--- src/rtl/a2d_spi_resp_pkg.sv ---
// ============================================================================
// Module : a2d_pkg
// Brief  : Shared constants, state type and LFSR helper for the A2D SPI responder.
// Rev    : 1.0  initial release
// ============================================================================
`default_nettype none

package a2d_pkg;

    localparam int CMD_CH_MSB = 13;
    localparam int CMD_CH_LSB = 11;
    localparam int FRM_BITS   = 16;

    // Galois form of x^16 + x^14 + x^13 + x^11 + 1, shifting right
    localparam logic [15:0] LFSR_SEED = 16'hACE1;
    localparam logic [15:0] LFSR_TAPS = 16'hB400;

    typedef enum logic {
        IDLE   = 1'b0,
        ACTIVE = 1'b1
    } resp_state_t;

    function automatic logic [15:0] lfsr_next(input logic [15:0] cur);
        return (cur >> 1) ^ (cur[0] ? LFSR_TAPS : 16'h0000);
    endfunction

endpackage

`default_nettype wire

--- src/rtl/a2d_spi_resp_edge_sync.sv ---
// ============================================================================
// Module : spi_edge_sync
// Brief  : Two-flop synchronizer plus history flop giving rise/fall strobes.
// Rev    : 1.0  initial release
// ============================================================================
`default_nettype none

module spi_edge_sync #(
    parameter logic RST_VAL = 1'b1
) (
    input  logic clk,
    input  logic rst_n,
    input  logic async_in,
    output logic rise,
    output logic fall
);

    logic [2:0] sync_ff;

    always_ff @(posedge clk or negedge rst_n) begin
        if (!rst_n) begin
            sync_ff <= {3{RST_VAL}};
        end else begin
            sync_ff <= {sync_ff[1:0], async_in};
        end
    end

    // Edges come from the settled second stage against the history flop
    assign rise = sync_ff[1] & ~sync_ff[2];
    assign fall = ~sync_ff[1] & sync_ff[2];

endmodule

`default_nettype wire

--- src/rtl/a2d_spi_resp.sv ---
// ============================================================================
// Module : a2d_spi_resp
// Brief  : SPI responder emulating an 8-channel 12-bit ADC; each 16-bit frame
//          returns the channel addressed by the previous frame.
//          Optional build macro A2D_RESP_NOISE_EN adds LFSR dither to bits [1:0].
// Rev    : 1.0  initial release
// ============================================================================
`default_nettype none

module a2d_spi_resp
    import a2d_pkg::*;
#(
    parameter int NUM_CH = 8,
    parameter int DW     = 12
) (
    input  logic                 clk,
    input  logic                 rst_n,
    input  logic                 SS_n,
    input  logic                 SCLK,
    input  logic                 MOSI,
    output logic                 MISO,
    input  logic [NUM_CH*DW-1:0] ch_data,
    output logic [2:0]           chnl,
    output logic                 frm_done,
    output logic                 frm_err
);

    localparam int          PAD     = FRM_BITS - DW;
    localparam logic [4:0]  CNT_SAT = 5'd17;
    localparam logic [4:0]  CNT_END = 5'(FRM_BITS);

    resp_state_t         state;
    logic [FRM_BITS-1:0] rx_shft;
    logic [FRM_BITS-1:0] tx_shft;
    logic [4:0]          bit_cnt;
    logic                fst_rise;
    logic [1:0]          mosi_ff;

    logic                ss_rise;
    logic                ss_fall;
    logic                sclk_rise;
    logic                sclk_fall;
    logic [FRM_BITS-1:0] rx_nxt;
    logic [FRM_BITS-1:0] rx_eff;
    logic [4:0]          cnt_nxt;
    logic [4:0]          cnt_eff;
    logic [DW-1:0]       noise;
    logic [DW-1:0]       snap;
    logic                frame_ok;
    logic                unused_rx;

    spi_edge_sync #(.RST_VAL(1'b1)) u_ss_sync (
        .clk      (clk),
        .rst_n    (rst_n),
        .async_in (SS_n),
        .rise     (ss_rise),
        .fall     (ss_fall)
    );

    spi_edge_sync #(.RST_VAL(1'b1)) u_sclk_sync (
        .clk      (clk),
        .rst_n    (rst_n),
        .async_in (SCLK),
        .rise     (sclk_rise),
        .fall     (sclk_fall)
    );

    always_ff @(posedge clk or negedge rst_n) begin
        if (!rst_n) begin
            mosi_ff <= 2'b00;
        end else begin
            mosi_ff <= {mosi_ff[0], MOSI};
        end
    end

    // A coincident SCLK rise is folded in before the frame-end check
    assign rx_nxt   = {rx_shft[FRM_BITS-2:0], mosi_ff[1]};
    assign cnt_nxt  = (bit_cnt == CNT_SAT) ? CNT_SAT : bit_cnt + 5'd1;
    assign rx_eff   = sclk_rise ? rx_nxt  : rx_shft;
    assign cnt_eff  = sclk_rise ? cnt_nxt : bit_cnt;
    assign frame_ok = (state == ACTIVE) && ss_rise && (cnt_eff == CNT_END);

    assign unused_rx = ^{rx_eff[FRM_BITS-1:CMD_CH_MSB+1], rx_eff[CMD_CH_LSB-1:0]};

`ifdef A2D_RESP_NOISE_EN
    logic [15:0] lfsr;

    always_ff @(posedge clk or negedge rst_n) begin
        if (!rst_n) begin
            lfsr <= LFSR_SEED;
        end else if (frame_ok) begin
            lfsr <= lfsr_next(lfsr);
        end
    end

    assign noise = {{(DW-2){1'b0}}, lfsr[1:0]};
`else
    assign noise = '0;
`endif

    // Out-of-range channel indices fall through to zero
    always_comb begin
        snap = '0;
        for (int n = 0; n < NUM_CH; n++) begin
            if (int'(chnl) == n) begin
                snap = ch_data[n*DW +: DW] ^ noise;
            end
        end
    end

    always_ff @(posedge clk or negedge rst_n) begin
        if (!rst_n) begin
            state    <= IDLE;
            rx_shft  <= '0;
            tx_shft  <= '1;
            bit_cnt  <= '0;
            fst_rise <= 1'b0;
            chnl     <= 3'd0;
            frm_done <= 1'b0;
            frm_err  <= 1'b0;
        end else begin
            frm_done <= 1'b0;
            frm_err  <= 1'b0;
            case (state)
                IDLE: begin
                    if (ss_fall) begin
                        tx_shft  <= {{PAD{1'b0}}, snap};
                        bit_cnt  <= '0;
                        fst_rise <= 1'b0;
                        state    <= ACTIVE;
                    end
                end
                ACTIVE: begin
                    if (sclk_rise) begin
                        rx_shft  <= rx_nxt;
                        bit_cnt  <= cnt_nxt;
                        fst_rise <= 1'b1;
                    end else if (sclk_fall && fst_rise) begin
                        tx_shft <= {tx_shft[FRM_BITS-2:0], 1'b1};
                    end
                    if (ss_rise) begin
                        if (cnt_eff == CNT_END) begin
                            chnl     <= rx_eff[CMD_CH_MSB:CMD_CH_LSB];
                            frm_done <= 1'b1;
                        end else begin
                            frm_err <= 1'b1;
                        end
                        state <= IDLE;
                    end
                end
                default: state <= IDLE;
            endcase
        end
    end

    assign MISO = (state == ACTIVE) ? tx_shft[FRM_BITS-1] : 1'b1;

endmodule

`default_nettype wire
--- config.mk ---
export PLATFORM = sky130hd
export DESIGN_NAME = a2d_spi_resp
export DESIGN_NICKNAME = d
export VERILOG_FILES = /design/src/rtl/a2d_spi_resp_pkg.sv /design/src/rtl/a2d_spi_resp_edge_sync.sv /design/src/rtl/a2d_spi_resp.sv
export SDC_FILE = /design/constraint.sdc
export NUM_CORES = 1
export LEC_CHECK = 0
export ABC_CLOCK_PERIOD_IN_PS = 1900
export BUFFER_PORTS_ARGS = -buffer_cell sky130_fd_sc_hd__buf_2
export CORE_ASPECT_RATIO = 0.5
export CORE_MARGIN = 2
export CORE_UTILIZATION = 40
export DETAILED_ROUTE_END_ITERATION = 10
export GPL_TIMING_DRIVEN = 0
export PLACE_DENSITY = 0.69
export SLEW_MARGIN = 25
export SYNTH_ARGS = -nofsm -noshare
export SYNTH_HDL_FRONTEND = slang
export SYNTH_SLANG_ARGS = --single-unit
--- constraint.sdc ---
create_clock -name clk -period 1.9 [get_ports clk]
set_clock_uncertainty 0.1 [all_clocks]
set_input_delay 0.095 -clock clk [delete_from_list [all_inputs] [get_ports clk]]
set_output_delay 0.095 -clock clk [all_outputs]
set_load 0.02 [all_outputs]
==> results.cfg <==
[timing]
max_slew_margin = 0.587
timing.final.setup_violations = 0
fin_crit_sh = 0.973
fmaxAchievable_ghz = 0.541
final_critical_path_setup_slack_ns = 0.0518
period_minus_slack_ns = 1.85
final-max-slew-violation-count = 0
tightestPinTransition_ns = 0.620
final_hold_viol_count = 0

[logic_synthesis]
synth_top_cells_by_count = dfrtp_1 (28), nand2_1 (27), a21oi_1 (26), mux2_2 (26), o21ai_0 (26)
post_synth_num_cell_types = 43
yosys_warnings = 0
ys_ff_latch = 50
synth_async_sr_flop_share = 1.00
netlist.area_leader.share = 0.232
synth_edf_count = 0
yosys.cell_count.top_type = dfrtp_1
syn_nets = 400
ys_seq_area_frac = 0.423
biggest_area_consumer_among_synthesized_cells = dfrtp_1
synthesis.area_per_instance_um2 = 10.2
synth_area_leaders = dfrtp_1 (23%), dfstp_2 (19%), mux2_2 (9.7%)
yosys_most_used_dff = dfrtp_1
post_synth_fa_ha_maj_area_fraction = 0.00827
yosys.area_share.xor_xnor = 0.00579
synth.mux.area_fraction = 0.181
simple_gate_area_share_of_the_yosys_netlist = 0.117
mappedNetlistArea_um2 = 3020
synth_top_family_by_area = compound AO/OA/AOI/OAI gates
synth-compound-area-share = 0.209
post_synth_inst_count = 297

[setup_path]
timing.setup.critical_path_class = reg2reg
critical_path_required_ns = 2.01
timing.critical_path.cells = buf_6 > buf_8 > mux2_2 > a22oi_1 > nand2_1 > a221oi_2 > nor2_1
worstPathMaxFanout = 10
critical_path.endpoint_type = flip-flop
cp_slowest_cell = dfrtp_1
buffer_and_inverter_count_on_the_worst_path = 2
timing.critical_path.from_type = flip-flop
crit_family = compound AO/OA/AOI/OAI gates
worst-endpoint-arrival_ns = 1.96
largest_stage_delay_on_the_critical_path_ns = 0.37

[power]
switching_share = 0.252
total_leakage_power_uw = 0.00183
power.sequential.fraction = 0.479
combPwrFrac = 0.192
internal_power_uw = 2300
peakVddDrop_mv = 0.491
p_total_uw = 3070
power.switching_uw = 775
p_clk_frac = 0.329
p_per_area_nw_per_um2 = 772

[outcome]
run_status = complete, no violations

[clocking]
cts_max_level = 2
clk_path_buf_depth = 2
tritoncts_num_sinks = 50
total_cts_buffers = 5
clkTransAtPathRegs_ns = 0.07
worst_skew_pair_latency_ns = 0.29
tritoncts_clock_tree = built
cts.root.buffer_cell = clkbuf_16

[routing]
route.detailed.wl_per_inst_um = 15.4
remaining_drc_errors = 0
postRouteAntennaNets = 0
finalWirelength_um = 7910
firstDrtPassIters = 4
viasPerCell = 5.45
detailroute.via_count = 2798
drt_first_iter_violations = 177

[layout]
sequential_cell_area_um2 = 1280
layout.filler_cells = 652
multi_input_area_um2 = 1620
areaGrowthSynthToFinish_pct = 31.7
drive_gt1_frac = 0.484
number_of_nets_at_the_end_of_the_flow = 519
n_diodes = 0
layout.cells.non_filler = 513

[floorplanning]
die_area_um2 = 8310
initial_utilization = 0.413
height_of_the_die_um = 65.5
rows = 22
fp.coreArea_um2 = 7320
fp.dieW_um = 127
floorplan.io_pins = 107

[placement]
pre_cts_ws_ns = -0.0913
dp_hpwl_um = 5860
placedCellCount = 499
finalWeightedCongestion = 0.881
io_buffer_count = 106

[global_route]
globalRoute.totalOverflow = 0
global_route_wire_length_before_repair_um = 12700
grt.total_usage = 0.192
grt_antenna_before_repair = 0
first_global_vias = 2685
pin_count_of_the_biggest_net_entering_global_routing = 51

[min_path]
hp-class = in2reg

[flow_run]
drv_cap = 0
[registers in the layout, summed over array words and instances (netlist names)]
register	cells
state	1
bit_cnt	5
frm_err	1
frm_done	1
rx_shft	14
mosi_ff	2
u_sclk_sync.sync_ff	3
chnl	3
u_ss_sync.sync_ff	3
tx_shft	16
fst_rise	1
[cell families (layout without fill, tap and decap cells)]
kind of cell / count (synthesis) / in the layout
multiplexers: 45 / 45
buffers and inverters: 34 / 154
adder cells (fa/ha/maj): 2 / 2
flip-flops: 50 / 50
AO/OA/AOI/OAI: 99 / 99
AND/OR/NAND/NOR: 65 / 65
XOR/XNOR: 2 / 2
[final timing paths]
kind	endpoint	slack [ns]	startpoint	depth (start not counted)
setup / recovery	tx_shft[1]$_DFFE_PN1P_	0.05	chnl[2]$_DFFE_PN0P_	7
min in group asynchronous	rx_shft[4]$_DFFE_PN0P_	0.26	rst_n	2
hold reg to reg	mosi_ff[1]$_DFF_PN0_	0.26	mosi_ff[0]$_DFF_PN0_	0
setup reg to reg	tx_shft[1]$_DFFE_PN1P_	0.05	chnl[2]$_DFFE_PN0P_	7
max in group asynchronous	bit_cnt[1]$_DFFE_PN0P_	0.98	rst_n	2
hold / removal	tx_shft[2]$_DFFE_PN1P_	0.13	ch_data[62]	4
[worst register-to-register path: stages (launching register included)]
cell and delay [ns]:
dfrtp_1 0.37, buf_6 0.15, buf_8 0.15, mux2_2 0.33, a22oi_1 0.14, nand2_1 0.12
a221oi_2 0.33, nor2_1 0.09
[layout make-up]
class,count,area share
Buffer,25,0.0424
Clock buffer,5,0.0314
Clock inverter,3,0.0110
Inverter,8,0.00754
Multi-Input combinational cell,213,0.406
Sequential cell,50,0.321
Tap cell,96,0.0302
Timing Repair Buffer,113,0.150
[metal layers]
| layer | part of all wire | GRT usage | up-vias | wire length, um |
|---|---|---|---|---|
| met3 | 0.056 | 0.0375 | 9 | 444 |
| met1 | 0.47 | 0.261 | 1369 | 3760 |
| met5 | 0 | 0 | - | 0 |
| li1 | - | - | 1337 | - |
| met2 | 0.46 | 0.325 | 83 | 3630 |
| met4 | 0.0099 | 0.0398 | 0 | 78 |
[layout by cell type (no fill, tap or decap), types with 3 or more instances in the layout]
| cell type | n |
|---|---|
| nand4_1 | 3 |
| a21oi_1 | 26 |
| o21a_1 | 4 |
| buf_2 | 108 |
| a22o_1 | 13 |
| o22ai_1 | 3 |
| o21ai_0 | 26 |
| a221oi_1 | 4 |
| mux2_4 | 3 |
| dfrtp_1 | 27 |
| a221oi_2 | 3 |
| nand2_1 | 27 |
| a22oi_1 | 7 |
| clkbuf_4 | 8 |
| buf_4 | 7 |
| mux2_2 | 26 |
| mux2i_1 | 12 |
| clkbuf_2 | 3 |
| nor2_1 | 6 |
| dlygate4sd3_1 | 4 |
| clkbuf_1 | 4 |
| clkbuf_16 | 5 |
| nand2b_1 | 4 |
| mux4_2 | 4 |
| a31oi_1 | 4 |
| nor2b_1 | 8 |
| dfstp_2 | 22 |
| nand3b_1 | 5 |
| inv_1 | 7 |
[metrics by stage]
stage,hold slack [ns],util,instance area (um2),TNS (ns)
after CTS,0.127,0.533,3910,0
after floorplan,-0.301,-,3020,0
after global routing,0.150,0.544,3980,-0.0260
after detailed placement,0.0510,0.502,3680,-0.369
after global placement,0.100,0.502,3670,-0.389
final,0.134,0.544,3980,0
[power groups by stage]
stage	sequential (uW)	clock, uW	combinational (uW)
after detailed placement	1490	0	576
after global routing	1510	1080	658
after CTS	1470	1030	588
final	1470	1010	591
after floorplan	1450	0	383
after global placement	1480	0	561
[repair_timing]
| item | 4_1_cts | 5_1_grt |
|---|---|---|
| pin swaps | 0 | 2 |
| gates resized for setup | 5 | 20 |
| hold buffers | 4 | 0 |
| setup endpoints to repair | 8 | 12 |
| endpoints found under the hold margin | 31 | 0 |
| setup buffers | 0 | 3 |
Note: power is estimated with default switching activity, not from simulation.
